--- src/rtl/cordic_hyp_rot_exp.sv ---
// rtl/cordic_hyp_rot_exp.sv - iterative hyperbolic CORDIC rotation: cosh, sinh, exp of a Q8.24 angle
// Optional input clamp to the convergence range: CORDIC_EXP_SAT_EN.
module cordic_hyp_rot_exp #(
   parameter int WD     = 32,
   parameter int N_ITER = 24
) (
   input  logic                 i_clk,
   input  logic                 i_arstn,
   input  logic                 i_valid,
   output logic                 o_ready,
   input  logic [31:0]          i_z,
   output logic                 o_valid,
   input  logic                 i_ready,
   output logic signed [2*WD-1:0] o_cosh,
   output logic signed [2*WD-1:0] o_sinh,
   output logic signed [2*WD-1:0] o_exp,
   output logic                 o_clip
);

   localparam int XW = 2*WD;
   // 1/Kh for the 4/13 repeat schedule, held in Q32.32 and rescaled to WD fractional bits
   localparam logic [63:0] X_INIT_Q32 = 64'h0000_0001_351E_8720;
   localparam logic signed [XW-1:0] X_INIT = XW'({X_INIT_Q32, 32'b0} >> (64 - WD));
   localparam logic [4:0] LAST_ITER = 5'(N_ITER);

   typedef enum logic [1:0] {S_IDLE, S_RUN, S_DONE} state_t;

   state_t                state;
   logic signed [XW-1:0]  x, y;
   logic [31:0]           z;
   logic [4:0]            iter;
   logic                  rep;

   logic signed [XW-1:0]  x_sh, y_sh, x_nx, y_nx;
   logic [31:0]           ang, z_nx, z_load;
   logic                  d_pos, rep_now, last;

   function automatic logic [31:0] atanh_rom(input logic [4:0] i);
      logic [31:0] r;
      case (i)
         5'd1:    r = 32'h008C9F54;
         5'd2:    r = 32'h004162BC;
         5'd3:    r = 32'h00202B12;
         5'd4:    r = 32'h00100559;
         5'd5:    r = 32'h000800AB;
         5'd6:    r = 32'h00040015;
         5'd7:    r = 32'h00020003;
         5'd25:   r = 32'h00000001;
         default: begin
            if (i >= 5'd8 && i <= 5'd24) r = 32'd1 << (5'd24 - i);
            else                         r = 32'd0;
         end
      endcase
      return r;
   endfunction

   always_comb begin
      d_pos   = ~z[31];
      x_sh    = x >>> iter;
      y_sh    = y >>> iter;
      ang     = atanh_rom(iter);
      x_nx    = d_pos ? (x + y_sh) : (x - y_sh);
      y_nx    = d_pos ? (y + x_sh) : (y - x_sh);
      z_nx    = d_pos ? (z - ang) : (z + ang);
      rep_now = (iter == 5'd4 || iter == 5'd13) && !rep;
      last    = (iter == LAST_ITER) && !rep_now;
   end

`ifdef CORDIC_EXP_SAT_EN
   localparam logic signed [31:0] ZMAX     = 32'sh011E0000;
   localparam logic signed [31:0] ZMAX_NEG = -ZMAX;
   logic z_hi, z_lo, clip_load, clip_pend;

   always_comb begin
      z_hi      = $signed(i_z) > ZMAX;
      z_lo      = $signed(i_z) < ZMAX_NEG;
      clip_load = z_hi | z_lo;
      z_load    = z_hi ? ZMAX : (z_lo ? ZMAX_NEG : i_z);
   end

   // The clip flag travels with the request and is published together with the result
   always_ff @(posedge i_clk or negedge i_arstn) begin
      if (!i_arstn) begin
         clip_pend <= 1'b0;
         o_clip    <= 1'b0;
      end else if (state == S_IDLE && i_valid) begin
         clip_pend <= clip_load;
         o_clip    <= 1'b0;
      end else if (state == S_RUN && last) begin
         o_clip    <= clip_pend;
      end
   end
`else
   assign z_load = i_z;
   assign o_clip = 1'b0;
`endif

   always_ff @(posedge i_clk or negedge i_arstn) begin
      if (!i_arstn) begin
         state   <= S_IDLE;
         o_ready <= 1'b1;
         o_valid <= 1'b0;
         x       <= '0;
         y       <= '0;
         z       <= '0;
         iter    <= '0;
         rep     <= 1'b0;
         o_cosh  <= '0;
         o_sinh  <= '0;
         o_exp   <= '0;
      end else begin
         case (state)
            S_IDLE: begin
               if (i_valid) begin
                  x       <= X_INIT;
                  y       <= '0;
                  z       <= z_load;
                  iter    <= 5'd1;
                  rep     <= 1'b0;
                  state   <= S_RUN;
                  o_ready <= 1'b0;
               end
            end
            S_RUN: begin
               x <= x_nx;
               y <= y_nx;
               z <= z_nx;
               if (rep_now) begin
                  rep <= 1'b1;
               end else begin
                  rep <= 1'b0;
                  if (!last) iter <= iter + 5'd1;
               end
               if (last) begin
                  state   <= S_DONE;
                  o_valid <= 1'b1;
                  o_cosh  <= x_nx;
                  o_sinh  <= y_nx;
                  o_exp   <= x_nx + y_nx;
               end
            end
            S_DONE: begin
               // Leaving DONE lands in IDLE with o_ready rising only after this edge
               if (i_ready) begin
                  state   <= S_IDLE;
                  o_valid <= 1'b0;
                  o_ready <= 1'b1;
               end
            end
            default: begin
               state   <= S_IDLE;
               o_ready <= 1'b1;
               o_valid <= 1'b0;
            end
         endcase
      end
   end

endmodule

--- config.mk ---
export PLATFORM = sky130hd
export DESIGN_NAME = cordic_hyp_rot_exp
export DESIGN_NICKNAME = d
export VERILOG_FILES = /design/src/rtl/cordic_hyp_rot_exp.sv
export SDC_FILE = /design/constraint.sdc
export NUM_CORES = 2
export LEC_CHECK = 0
export BUFFER_PORTS_ARGS = -buffer_cell sky130_fd_sc_hd__buf_2
export CORE_ASPECT_RATIO = 1.25
export CORE_MARGIN = 5
export CORE_UTILIZATION = 58
export DETAILED_ROUTE_END_ITERATION = 8
export HOLD_SLACK_MARGIN = 0.06
export PLACE_DENSITY = 0.79
export SETUP_SLACK_MARGIN = 0.4
export SLEW_MARGIN = 20
export SYNTH_ARGS = -nofsm -noshare
export SYNTH_HDL_FRONTEND = slang
export SYNTH_SLANG_ARGS = --single-unit
--- constraint.sdc ---
create_clock -name i_clk -period 7.88 [get_ports i_clk]
set_input_delay 1.576 -clock i_clk [delete_from_list [all_inputs] [get_ports i_clk]]
set_output_delay 1.576 -clock i_clk [all_outputs]
set_load 0.02 [all_outputs]
==> results of run 1 <==
layer usage:
metal | track usage | overflow
met1 | 0.711 | 0
met2 | 0.898 | 26
met3 | 0.560 | 12
met4 | 0.662 | 32
met5 | 0.331 | 2
kinds of logic after synthesis:
family                   count (synthesis)
XOR/XNOR                               346
flip-flops                             362
buffers and inverters                  408
multiplexers                           406
AO/OA/AOI/OAI                         1426
other                                    1
adder cells (fa/ha/maj)                233
AND/OR/NAND/NOR                       1507
through the flow:
step | area, um2 | hold WS (ns)
after floorplan | 39700 | 0.443
after global placement | 52300 | 0.453
after detailed placement | 52300 | 0.456
after CTS | 55200 | 0.473
repair_timing:
action / 4_1_cts
pin swaps: 75
setup endpoints to repair: 80
resized for setup: 235
cloned: 1
setup buffers: 59
synthesized netlist by cell type (61+ instances only):
cell type / instances / area share
mux2i_1: 152 / 0.039
a21oi_1: 358 / 0.046
nor3_1: 61 / 0.0078
mux4_2: 158 / 0.090
nor2_1: 281 / 0.027
o21ai_0: 285 / 0.036
xnor2_1: 197 / 0.044
nand3_1: 75 / 0.0095
dfrtp_1: 361 / 0.23
inv_1: 99 / 0.0094
a22o_1: 113 / 0.025
mux2_2: 96 / 0.027
nand2_1: 728 / 0.069
xor2_1: 147 / 0.033
a21o_1: 145 / 0.028
ha_1: 229 / 0.073
clkbuf_1: 193 / 0.018
a31oi_1: 68 / 0.011
==> metrics.md, run 1 <==
| Metric | Value |
|---|---|
| Post-Synth Simple-Gate Area | `0.177` |
| Compound-Gate Fraction of Synth Area | `0.240` |
| Remaining global-route overflow | `slightly above 70` |
| Die Width | `between 200 and 250 um` |
| IO buf count | `229` |
| Largest net degree at the start of global routing | `153` |
| Die height | `301 um` |
| CTS Buffer Depth | `3` |
| Sequential area share after synthesis | `0.230` |
| Hold Buf Count CTS | `0` |
| Dpl cells | `7012` |
| Top_reg_cell synth | `dfrtp_1` |
| Clock root cell | `clkbuf_16` |
| Multiplexer area fraction after synthesis | `0.157` |
| HPWL after DPL | `145000 um` |
| Avg Inst Size Synth | `approximately 8.4 um2` |
| Status | `aborted with a tool error` |
| Row count | `~110` |
| Flops & latches, synth | `roughly 360` |
| Largest family of logic cells by synthesized area | `compound AO/OA/AOI/OAI gates` |
| Synth Net Count | `between 4000 and 5000` |
| Mapped Area | `39400 um2` |
| Worst_ep kind | `register input` |
| H-Tree Depth | `2` |
| Synth async-reset ratio | `1.00` |
| Err | `[ERROR GRT-0232] Routing congestion too high. Check the congestion heatmap in the GUI.` |
| Top Ports | `approximately 230` |
| GP Congestion | `1.12` |
| Antenna violations before repair | `20` |
| XOR/XNOR Fraction of Synth Area | `0.0776` |
| Synth Instances | `approximately 4700` |
| Synth cell types | `110` |
| Synth Area in Adders | `0.0748` |
| Total GRT Usage | `0.714` |
| Cts bufs inserted | `41` |
| Initial Util | `0.587` |
| Post-synth EDFFs | `0` |
| Crit. endpoint post-GRT repair | `o_exp[62]$_DFFE_PN0P_/D` |
| Stopped at | `global routing (5_1_grt)` |
| Clock Sink Count | `362` |
| Dpl ws | `-1.26 ns` |
| Ys Warns | `0` |
==> inputs of run 2 (changes only) <==
--- a/config.mk
+++ b/config.mk
@@ -6,13 +6,10 @@
 export NUM_CORES = 2
 export LEC_CHECK = 0
 export BUFFER_PORTS_ARGS = -buffer_cell sky130_fd_sc_hd__buf_2
-export CORE_ASPECT_RATIO = 1.25
 export CORE_MARGIN = 5
-export CORE_UTILIZATION = 58
+export CORE_UTILIZATION = 40
 export DETAILED_ROUTE_END_ITERATION = 8
-export HOLD_SLACK_MARGIN = 0.06
-export PLACE_DENSITY = 0.79
-export SETUP_SLACK_MARGIN = 0.4
+export PLACE_DENSITY_LB_ADDON = 0.15
 export SLEW_MARGIN = 20
 export SYNTH_ARGS = -nofsm -noshare
 export SYNTH_HDL_FRONTEND = slang
==> constraint.sdc (replaced) <==
create_clock -name i_clk -period 10.25 [get_ports i_clk]
set_input_delay 2.05 -clock i_clk [delete_from_list [all_inputs] [get_ports i_clk]]
set_output_delay 2.05 -clock i_clk [all_outputs]
set_load 0.02 [all_outputs]
==> run 2 against run 1 <==
The run now ends clean; synthesized area unchanged; synthesized cell count unchanged.
==> metrics.md, run 2 <==
| Metric | Value |
|---|---|
| Status | `finished, final reports clean` |
| Setup tns final | `0 ns` |
| CP delay by family, top | `compound AO/OA/AOI/OAI gates` |
| WS Path Type | `register to register` |
| Total GRT Usage | `0.313` |
| Clock slew at reported path FFs | `0.06 ns` |
| Setup-failing EPs final | `0` |
| Antenna violations before repair | `5` |
| Synth area leaders | `dfrtp_1 23%, mux4_2 9.0%, ha_1 7.3%` |
| CP Buf/Inv Count | `8` |
| Tmin final | `between 9 and 10 ns` |
| Tcrit/Tclk final | `0.959` |
| First-pass GRT wire length | `around 250000 um` |
| Synth Instances | `4689 (unchanged)` |
| WP data arrival | `about 10 ns` |
| H-Tree Depth | `2 (unchanged)` |
| Clock Sink Count | `362 (unchanged)` |
| Dpl cells | `6448 (-8.0%)` |
| Sequential area share after synthesis | `0.230 (unchanged)` |
| Ys Warns | `0 (unchanged)` |
| Top cell by count, worst path | `buf_4` |
| Hold Buf Count CTS | `0 (unchanged)` |
| Top cell types by occurrence after synthesis | `728 x nand2_1, 361 x dfrtp_1, 358 x a21oi_1, 285 x o21ai_0, 281 x nor2_1` |
| Vias per cell | `between 6 and 7` |
| Slew headroom | `0.246` |
| Clk Latency, worst-skew pair | `~0.64 ns` |
| CTS tree | `built` |
| ANT nets after route | `0` |
| Avg Inst Size Synth | `8.39 um2 (unchanged)` |
| Wire per inst | `26.1 um` |
| Die height | `324 um (+7.4%)` |
| HPWL after DPL | `133000 um (-8.2%)` |
| Die Width | `324 um (+33%)` |
| Initial drt markers | `4359` |
| Mapped Area | `39400 um2 (unchanged)` |
| Synth async-reset ratio | `1.00 (unchanged)` |
| RSZ-0062 raised after global routing | `no` |
| Fin Clk Skew | `0.0180 ns` |
| Vias in the first global route | `38511` |
| Detailed Route WL | `between 150000 and 200000 um` |
| CP Max Fanout | `13` |
| Crit-path slowest cell | `or4_1` |
| Number of max-cap violations | `0` |
| CP startpoint kind | `register` |
| Most common cell after layout, fill and taps aside | `nand2_1` |
| HP Class | `register to register` |
| Hold slack | `0.466 ns` |
| Vias | `about 40000` |
| Synth Net Count | `4958 (unchanged)` |
| Core area | `roughly 100000 um2` |
| Synth top area share | `0.229 (unchanged)` |
| End-of-flow core utilization | `0.478` |
| Final Net Count | `between 5000 and 6000` |
| GP Congestion | `1.04 (-7.4%)` |
| Layout cells sized above 1 | `0.228` |
| Most frequent cell after synthesis | `nand2_1` |
| Fin cells | `~6500` |
| Detailed Routing Iterations Pass 1 | `7` |
| Row count | `115 (+8.5%)` |
| Clock root cell | `clkbuf_16` |
| Drc violations | `0` |
| Area Overhead vs Synth | `19.0%` |
| IO buf count | `229 (unchanged)` |
| Fmax achieved | `102 MHz` |
| Post-synth EDFFs | `0 (unchanged)` |
| Crit. End Element | `register` |
| Required @ worst endpoint | `10.81 ns` |
| Final hold violation count | `0` |
| Synth cell types | `110 (unchanged)` |
| Fillers | `approximately 9700` |
| Count of final max-slew check failures | `0` |
| Initial Util | `0.402 (-0.185)` |
| Most frequent cells in the layout | `728 x nand2_1, 534 x buf_4, 358 x a21oi_1, 355 x dfrtp_1, 284 x o21ai_0` |
| Top_reg_cell synth | `dfrtp_1` |
| Largest net degree at the start of global routing | `128` |
| Worst Tran Pin Value | `~1.1 ns` |
| Top Ports | `231 (unchanged)` |
| Cell taking the most area after synthesis | `dfrtp_1` |
| CTS Buffer Depth | `3 (unchanged)` |
| Cts bufs inserted | `48 (+17%)` |
| Flops & latches, synth | `362 (unchanged)` |
| Max incr delay on CP | `0.68 ns` |
| Remaining global-route overflow | `0` |
| Die area | `105000 um2` |
==> run 2: cell counts after synthesis <==
Identical to the previous run, type by type.
==> run 2: what timing repair did <==
item | in CTS | in global routing
endpoints found under the setup margin | 0 | 16
gates resized for setup | 0 | 9
setup buffers | 0 | 1
endpoints found under the hold margin | 0 | 0
==> run 2: metrics by stage <==
step                      cell area, um2  setup slack [ns]
final                              46800             0.417
after global routing               46800            0.0384
after CTS                          46800             0.378
after detailed placement           45100             0.420
after global placement             45100             0.371
after floorplan                    39400              1.78
==> run 2: per-layer routing <==
metal,track usage,share of wire,vias to the layer above
met3,0.0551,0.084,394
met1,0.437,0.43,19638
met5,0,0.00021,-
li1,-,-,18420
met2,0.488,0.44,1848
met4,0.120,0.046,6
==> run 2: layout make-up <==
cell class / instances / area (um2) / share of cell area
multi-input combinational: 3919 / 28600 / 0.611
clock buffer: 62 / 1350 / 0.0289
sequential: 362 / 9080 / 0.194
antenna: 1 / 2.50 / 0.0000534
inverter: 104 / 394 / 0.00841
clock inverter: 24 / 332 / 0.00708
timing repair buffer: 777 / 5440 / 0.116
tap: 1287 / 1610 / 0.0344
==> run 2: worst paths after layout <==
kind                       startpoint         end  slack (ns)  depth (start not counted)
min in group asynchronous     i_arstn  o_cosh[33]        1.40                          1
max reg2reg                   iter[0]   o_exp[63]        0.42                         42
min reg2reg                 o_cosh[4]   o_cosh[4]        0.47                          2
min                         o_cosh[4]   o_cosh[4]        0.47                          2
max                           iter[0]   o_exp[63]        0.42                         42
max in group asynchronous     i_arstn       z[19]        6.93                          3
==> run 2: tightest hold or removal path, delay by kind of cell, from the launching register on <==
family | cells | cell delay [ns]
AND/OR/NAND/NOR | 2 | 0.10
flip-flops | 1 | 0.33
==> run 2: kinds of logic after synthesis <==
kind of cell | synth area share
AND/OR/NAND/NOR | 0.177
AO/OA/AOI/OAI | 0.240
buffers and inverters | 0.0445
multiplexers | 0.157
flip-flops | 0.230
XOR/XNOR | 0.0776
adder cells (fa/ha/maj) | 0.0748
other | 0.0000953
Power of run 2 is left out: the tool's default activity adds up to more than one toggle a clock period on the data nets, which glitch-free logic cannot reach.
